==> config.mk <==
export PLATFORM = sky130hd
export DESIGN_NAME = macguffin_round_engine
export DESIGN_NICKNAME = d
export VERILOG_FILES = /design/src/rtl/macguffin_round_engine.sv
export SDC_FILE = /design/constraint.sdc
export NUM_CORES = 1
export LEC_CHECK = 0
export ABC_AREA = 1
export CORE_ASPECT_RATIO = 0.5
export CORE_MARGIN = 4
export CORE_UTILIZATION = 47
export CTS_BUF_LIST = sky130_fd_sc_hd__clkbuf_4 sky130_fd_sc_hd__clkbuf_8
export CTS_CLUSTER_DIAMETER = 30
export DETAILED_ROUTE_END_ITERATION = 10
export PLACE_DENSITY = 0.89
export SYNTH_ARGS = -nofsm -noshare
export SYNTH_HDL_FRONTEND = slang
export SYNTH_SLANG_ARGS = --single-unit
==> constraint.sdc <==
create_clock -name clk -period 3.45 [get_ports clk]
set_clock_uncertainty 0.1 [all_clocks]
set_input_delay 0.345 -clock clk [delete_from_list [all_inputs] [get_ports clk]]
set_output_delay 0.345 -clock clk [all_outputs]
set_load 0.03 [all_outputs]
==> src/rtl/macguffin_round_engine.sv <==
// macguffin_round_engine: iterative MacGuffin Feistel round datapath, one round per clock
module macguffin_round_engine #(
  parameter int ROUNDS = 32
) (
  input  logic        clk,
  input  logic        rst,
  input  logic        in_valid,
  output logic        in_ready,
  input  logic [63:0] in_block,
  input  logic        in_decrypt,
  output logic [4:0]  rk_idx,
  input  logic [47:0] rk,
  output logic [47:0] sbox_in,
  input  logic [15:0] sbox_out,
  output logic        out_valid,
  input  logic        out_ready,
  output logic [63:0] out_block
);
  localparam int EXP_SEL [8][6] = '{
    '{2, 5, 6, 9, 11, 13}, '{1, 4, 7, 10, 8, 14}, '{3, 6, 8, 13, 0, 15}, '{12, 14, 1, 2, 4, 10},
    '{0, 10, 3, 14, 6, 12}, '{7, 8, 12, 15, 1, 5}, '{9, 15, 5, 11, 2, 7}, '{11, 13, 0, 4, 3, 9}
  };
  typedef enum logic [1:0] {IDLE, RUN, DONE} state_t;
  state_t state, state_nx;
  logic [63:0] blk;
  logic dec;
  logic [4:0] cnt;
  logic [2:0][15:0] fw;
  logic [47:0] ex;
  assign fw = dec ? {blk[31:16], blk[47:32], blk[63:48]} : {blk[15:0], blk[31:16], blk[47:32]};
  for (genvar k = 0; k < 8; k++) begin : g_exp
    for (genvar j = 0; j < 6; j++) begin : g_bit
      assign ex[6*k+j] = fw[j/2][EXP_SEL[k][j]];
    end
  end
  assign sbox_in = ex ^ rk;
  assign in_ready = state == IDLE;
  assign out_valid = state == DONE;
  assign out_block = out_valid ? blk : '0;
  assign rk_idx = state == RUN ? (dec ? 5'(ROUNDS - 1) - cnt : cnt) : '0;
  always_comb begin
    state_nx = state;
    case (state)
      IDLE: state_nx = in_valid ? RUN : IDLE;
      RUN: state_nx = cnt == 5'(ROUNDS - 1) ? DONE : RUN;
      DONE: state_nx = out_ready ? IDLE : DONE;
      default: state_nx = IDLE;
    endcase
  end
  always_ff @(posedge clk) begin
    if (rst) state <= IDLE;
    else state <= state_nx;
  end
  always_ff @(posedge clk) begin
    if (rst) begin
      blk <= '0;
      dec <= 1'b0;
      cnt <= '0;
    end else if (state == IDLE && in_valid) begin
      blk <= in_block;
      dec <= in_decrypt;
      cnt <= '0;
    end else if (state == RUN) begin
      blk <= dec ? {blk[15:0] ^ sbox_out, blk[63:16]} : {blk[47:0], blk[63:48] ^ sbox_out};
      cnt <= cnt + 5'd1;
    end
  end
endmodule

# Yosys cells after proc, flatten, opt, wreduce, memory -nomap -nowiden
# Index checks and enable logic that the tools add are counted.
[totals]
in_bits = 133
memories = 0
latchBits = 0
elab_cells = 27
ramBits = 0
register_bits = 72
rom_bits = 0
[classes]
addsub = 2
div = 0
multipliers = 0
n_mux = 11
n_shift = 0
eq_ne = 3
n_bitwise = 3
magnitude_cmp = 0
n_reduce_logical = 4
[ops]
columns = ["op", "count"]
rows = [
  ["2-to-1 mux 64 bit", 4],
  ["2-to-1 mux 48 bit", 1],
  ["bitwise XOR 48 bit", 1],
  ["bitwise XOR 16 bit", 2],
  ["2-to-1 mux 5 bit", 2],
  ["case mux 2 bit (3 select lines)", 1],
  ["adder 5 x 1 -> 5 bit, second input constant", 1],
  ["equality test 5 bit, second input constant", 1],
  ["subtractor 5 bit, first input constant", 1],
  ["2-to-1 mux 2 bit", 2],
  ["equality test 2 x 1 -> 1 bit, second input constant", 1],
  ["equality test 2 bit, second input constant", 1],
  ["zero test 2 bit", 1],
  ["nonzero test 2 bit", 1],
  ["OR reduction 2 bit", 1],
  ["logical AND 1 bit", 1],
  ["2-to-1 mux 1 bit", 1],
]

# Depth between registers and ports, before layout
# Gate-level depths: netlist (run 1).
[logic_depth]
word_depth = 4
ltp_mapped = 8

# Worst setup path after synthesis (run 1)
# OpenSTA, ideal clock, no wires.
[synth_timing]
kind = "flip-flop to output port"
from = "register dec"
to = "output port sbox_in[43]"
arrival_time_ns = 1.470
t_required_ns = 3.005
path_slack_ns = 1.535
path_stages_with_launch = 6
n_path_buf = 3
path_cell_list = "dfxtp_1 > buf_2 > buf_4 > buf_6 > o21ai_0 > xor2_1"
[synth_between]
elab_chain_cells = 2
[synth_lines]
columns = ["element", "line_no", "source"]
rows = [
  ["from (decl)", "26", "logic dec;"],
  ["from (signal assigned)", "61", "dec <= in_decrypt;"],
  ["2-to-1 mux 48 bit", "30", "assign fw = dec ? {blk[31:16], blk[47:32], blk[63:48]} : {blk[15:0], blk[31:16], blk[47:32]};"],
  ["bitwise XOR 48 bit", "36", "assign sbox_in = ex ^ rk;"],
  ["to (decl)", "13", "output logic [47:0] sbox_in,"],
]
# No other way between the ends.

# Final worst setup path (run 1)
[layout_timing]
from = "register state[0]"
to = "output port out_block[30]"
[layout_between]
elab_chain_cells = 2
[layout_lines]
columns = ["element", "line_no", "source"]
rows = [
  ["from (decl)", "24", "state_t state, state_nx;"],
  ["from (signal assigned)", "52", "else state <= state_nx;"],
  ["equality test 2 bit", "38", "assign out_valid = state == DONE;"],
  ["2-to-1 mux 64 bit", "39", "assign out_block = out_valid ? blk : '0;"],
  ["to (decl)", "17", "output logic [63:0] out_block"],
]
# No other way between the ends.

==> impl_metrics.toml, run 1 <==
[status]
status = "completed"

[min_path]
hp-class = "reg -> reg"
min_from = "blk[8]"

[detailed_routing]
vias = 6978
vias_per_cell = 5.24
firstDrtPassIters = 5
wl_um = 20400
ant_nets = 0
routedWlPerCell_um = 15.3
drt-initial-drc-count = 626
drc = 0

[synthesis]
synth_area_leaders = "dfxtp_1 (26%), nand2_1 (16%), xor2_1 (9.1%), o21ai_0 (9.0%), inv_1 (8.7%)"
ys_seq_area_share_pct = 25.9
synth_top_family_by_area = "simple AND/OR/NAND/NOR gates"
ys.warnings.count = 0
yosys.area_share.adder_pct = 0.450
syn_area_per_cell_um2 = 5.85
synth_top_area_cell = "dfxtp_1"
synth_cell_types = 23
synth-compound-area-share_pct = 21.1
netlist_area_um2 = 5560
synth_top_area_share_pct = 25.9
synth_cells = 951
ys_ff_latch = 72
synthMuxAreaShare_pct = 0
yosys.area_share.simple_pct = 28.7
synth_xor_xnor_area_share_pct = 9.60
synth_nets = 1086

[floorplanning]
initial_utilization_pct = 49.3
die_area_um2 = 13700
rows = 27
core-area_um2 = 11300
io_pins = 252
die_w_um = 162
die_y_um = 84.9

[critical_path]
crit_chain = "inv_1 -> nand2_2 -> buf_4 -> nor2_1 -> clkdlybuf4s50_1"
end_kind = "output pin"
start_kind = "register"
reg2reg_from = "state[0]"
cp_top_family = "buffers and inverters"
crit_path_max_incr_delay_ns = 0.61
arrival_ns = 2.47
cp-startpoint = "state[0]"
crit_required_ns = 3.00
critPathBufInv = 3
crit_type = "reg -> out"
slowest_stage = "clkdlybuf4s50_1"
cp_max_fo = 31

[global_routing]
gr-total-overflow = 0
antenna_found_initial = 0
first_global_vias = 6618
grt_start_max_net_pins = 78
grt_use_total_pct = 28.1
grt_pass1_wl_um = 32100

[sta]
tightest_slew_ns = 1.03
setup_tns_ns = 0
fin_crit_ns = 2.91
relSlewSlack_pct = 31.0
rsz0062_at_grt = "false"
fin_crit_sh_pct = 84.5
finalHoldViolCount = 0
drv_slew = 0
finalSetupViolCount = 0
fmax_mhz = 343

[clock_tree]
tritoncts = "yes"
cts_resized = 0
cts_buffer_depth = 2
hold_buffers = 0
htree_levels = 3
root_buffer = "clkbuf_8"
clk_latency_ns = 0.34
cts_setup_buffers = 0
cts_sinks = 72
clk_pin_slew_worst_paths_ns = 0.08
numCtsBuffers = 9

[placed_design]
dp_hpwl_um = 14800
portBuffers = 251
gp_congestion = 0.904
dp.cells = 1315

[layout]
drive_gt1_share_pct = 3.24
nNetsFinal = 1302
fin_cells = 1331
area_delta_synth_final_pct = 49.6
fill_cells = 942
diodes = 0

[power_and_ir_drop]
power.density_nw_per_um2 = 352
ir_worst_vdd_uv = 223
leakage_uw = 0.00370

[job]
maxCapViolations = 0
[per-stage QoR]
step	utilization (%)	setup WS [ns]	total power (uW)	hold WS (ns)	cell area, um2
3_5_place_dp	71.8	0.936	2200	0.363	8100
4_1_cts	73.8	0.555	2930	0.373	8320
5_1_grt	73.8	0.378	3100	0.416	8320
3_3_place_gp	71.8	0.966	2170	0.353	8100
2_1_floorplan	-	1.54	1710	0.345	5560
6_report	73.8	0.536	2930	0.378	8320
[worst register-to-register path, cell delays in order, from the launching register on]
cell	delay (ns)
dfxtp_1	0.48
nor2_4	0.16
nand2_2	0.10
buf_4	0.65
nand2_1	0.33
nor3_1	0.24
[per-layer routing]
metal,wire [um],track usage (%)
met1,8270,34.8
met2,10000,50.0
met3,1500,4.32
met4,567,10.4
met5,0,0
[logic make-up (layout without fill, tap and decap cells)]
group / count (synthesis) / in the layout
AOI/OAI and AO/OA: 220 / 220
xor gates and xnor gates: 61 / 61
adders and majority gates: 2 / 2
buffers and inverters: 192 / 413
DFF: 72 / 72
and+or+nand+nor: 404 / 404
[where the power goes]
part / leakage (uW) / internal, uW / switching [uW] / total [uW]
clock: 0.000116 / 421 / 314 / 735
sequential: 0.000597 / 911 / 68.6 / 979
combinational: 0.00298 / 507 / 710 / 1220
total: 0.00370 / 1840 / 1090 / 2930
[cells in the final DEF, fill, tap and decap left out, drive strengths merged]
cell type / Yosys / routed
clkinv: 1 / 2
inv: 131 / 131
ha: 2 / 2
nor2: 103 / 103
clkdlybuf4s50: 0 / 250
a21oi: 92 / 92
buf: 38 / 15
bufinv: 0 / 1
nand2: 244 / 244
nand3: 54 / 54
clkbuf: 22 / 14
xor2: 58 / 58
o21ai: 101 / 101
xnor2: 3 / 3
o21a: 1 / 1
o211ai: 25 / 25
o22ai: 1 / 1
nor3: 3 / 3
dfxtp: 72 / 72
[registers in the layout, summed over array words and instances, names as in the netlist]
| name | flops |
|---|---|
| state | 2 |
| dec | 1 |
| blk | 64 |
| cnt | 5 |
[area by class of cell]
type,instances,area (um2),share of cell area (%)
Clock buffer,14,186,2.24
Sequential cell,72,1450,17.4
Multi-Input combinational cell,687,3340,40.1
Timing Repair Buffer,265,2630,31.5
Inverter,132,495,5.95
Tap cell,159,199,2.39
Clock inverter,2,35.0,0.421
[Yosys cell counts]
master	n
o21a_1	1
nand2_1	244
xor2_1	58
buf_4	9
dfxtp_1	72
clkinv_1	1
xnor2_1	3
o22ai_1	1
inv_2	2
buf_1	1
buf_2	27
o21ai_0	100
o211ai_1	25
nor2_1	102
inv_1	129
ha_1	2
clkbuf_1	22
a21oi_1	92
nor3_1	3
nor2_4	1
o21ai_2	1
buf_6	1
nand3_1	54
[worst paths after layout]
check,slack [ns],cells past startpoint,end
worst min-delay path,0.38,2,blk[8]
worst min register to register,0.38,2,blk[8]
worst max-delay path,0.54,5,out_block[30]
worst max register to register,1.31,5,cnt[3]
No activity file was read; power rests on OpenSTA's default activity.
==> run 2: changes to the inputs <==
--- a/config.mk
+++ b/config.mk
@@ -8,11 +8,11 @@
 export ABC_AREA = 1
 export CORE_ASPECT_RATIO = 0.5
 export CORE_MARGIN = 4
-export CORE_UTILIZATION = 47
+export CORE_UTILIZATION = 39
 export CTS_BUF_LIST = sky130_fd_sc_hd__clkbuf_4 sky130_fd_sc_hd__clkbuf_8
 export CTS_CLUSTER_DIAMETER = 30
 export DETAILED_ROUTE_END_ITERATION = 10
-export PLACE_DENSITY = 0.89
+export PLACE_DENSITY = 0.79
 export SYNTH_ARGS = -nofsm -noshare
 export SYNTH_HDL_FRONTEND = slang
 export SYNTH_SLANG_ARGS = --single-unit
==> constraint.sdc (replaced) <==
create_clock -name clk -period 2.4 [get_ports clk]
set_clock_uncertainty 0.1 [all_clocks]
set_input_delay 0.24 -clock clk [delete_from_list [all_inputs] [get_ports clk]]
set_output_delay 0.24 -clock clk [all_outputs]
set_load 0.03 [all_outputs]
==> impl_metrics.toml, run 2 (synthesis results as in run 1) <==
[placed_design]
dp_hpwl_um = 15700
place_area_um2 = 8200
portBuffers = 251
gp_congestion = 0.882

[detailed_routing]
vias_per_cell = 5.08
drc = 0
routedWlPerCell_um = 15.1
vias = 6976
firstDrtPassIters = 5
wl_um = 20800
ant_nets = 0
drt-initial-drc-count = 463

[power_and_ir_drop]
finalPower_uw = 4060
power.density_nw_per_um2 = 484
leakage_uw = 0.00394
ir_worst_vdd_uv = 256

[sta]
fin_crit_ns = 2.33
drv_slew = 0
setup_tns_ns = 0
tightest_slew_ns = 0.533
finalSetupViolCount = 0
fin_crit_sh_pct = 97.0
rsz0062_at_grt = "false"
relSlewSlack_pct = 64.4
fmax_mhz = 430
finalHoldViolCount = 0
worst_hold_slack_ns = 0.368

[global_routing]
antenna_found_initial = 1
grt_pass1_wl_um = 32800
gr-total-overflow = 0
grt_start_max_net_pins = 49
grt_use_total_pct = 24.4
first_global_vias = 6604

[critical_path]
slowest_stage = "clkdlybuf4s50_1"
r2r.worst_path.cells = 7
start_kind = "register"
end_kind = "output pin"
crit_required_ns = 2.06
crit_chain = "o21ai_0 -> xor2_1 -> clkdlybuf4s50_1"
crit_path_max_incr_delay_ns = 0.70
rrSetupSlack_ns = 0.57
crit_type = "reg -> out"
arrival_ns = 1.99
cp_max_fo = 17

[clock_tree]
root_buffer = "clkbuf_8"
cts_buffer_depth = 2
clk_pin_slew_worst_paths_ns = 0.08
numCtsBuffers = 9
clk_latency_ns = 0.35
tritoncts = "yes"
cts_sinks = 72
cts_setup_buffers = 0
htree_levels = 3

[layout]
drive_gt1_share_pct = 5.76
final_area_um2 = 8390
nNetsFinal = 1311
fill_cells = 1337
reg_top3 = "blk: 64 flops, cnt: 5 flops, state: 2 flops"
top_register = "blk"
layout_common_cells = "nand2_1 (242), clkdlybuf4s50_1 (193), inv_1 (129)"
final_common_cell = "nand2_1"
area_delta_synth_final_pct = 50.8
largest_reg_flops = 64

[floorplanning]
initial_utilization_pct = 40.5
core-area_um2 = 13700
die_w_um = 177
io_pins = 252
die_area_um2 = 16400
die_y_um = 92.5
rows = 30

[status]
status = "completed"

[job]
maxCapViolations = 0

[min_path]
hp-class = "reg -> reg"
hold_depth = 2
-- run 2: cell count changes in the layout (fill, tap and decap cells not counted), moves of 3 or more --
cell | previous run | this run
clkinvlp_4 | 0 | 3
buf_4 | 13 | 39
clkbuf_8 | 13 | 10
clkdlybuf4s50_1 | 250 | 193
dlygate4sd2_1 | 0 | 27
dlymetal6s2s_1 | 0 | 9
buf_12 | 1 | 4
-- run 2: worst max-delay path: cells and delay by family (launching register included) --
family	cells	cell delay, ns
buf+inv	1	0.70
flops	1	0.42
compound gates	1	0.35
xor+xnor	1	0.19
-- run 2: path summary, 6_finish.rpt --
kind,from,to
worst min-delay path,blk[2],blk[2]
worst max-delay path,dec,sbox_in[25]
worst max register to register,dec,blk[14]
worst min register to register,blk[2],blk[2]
-- run 2: report_power, final --
part	switching (uW)	internal (uW)
Sequential	93.2	1310
Clock	465	501
Combinational	1020	675
-- run 2: area by class of cell --
cell class | count | area (um2) | share of cell area [%]
Sequential cell | 72 | 1450 | 17.2
Clock inverter | 5 | 57.6 | 0.686
Clock buffer | 10 | 138 | 1.64
Tap cell | 192 | 240 | 2.86
Inverter | 132 | 495 | 5.91
Multi-Input combinational cell | 687 | 3340 | 39.8
Antenna cell | 1 | 2.50 | 0.0298
Timing Repair Buffer | 274 | 2670 | 31.8
-- run 2: stage by stage --
step	worst slack, ns	instances	util (%)
5_1_grt	0.0469	1373	61.1
4_1_cts	0.00219	1372	60.9
2_1_floorplan	0.590	951	-
3_5_place_dp	0.259	1357	59.7
3_3_place_gp	0.317	1357	59.7
6_report	0.0732	1373	61.1
-- run 2: per-layer routing --
| layer | part of all wire (%) | track usage, % |
|---|---|---|
| met4 | 2.7 | 7.01 |
| met5 | 0 | 0 |
| met2 | 49 | 43.4 |
| met1 | 42 | 30.5 |
| met3 | 6.1 | 4.24 |
-- run 2: what timing repair did --
item,in CTS,in global routing
setup endpoints to repair,44,33
gates resized for setup,28,10
hold buffers,0,0
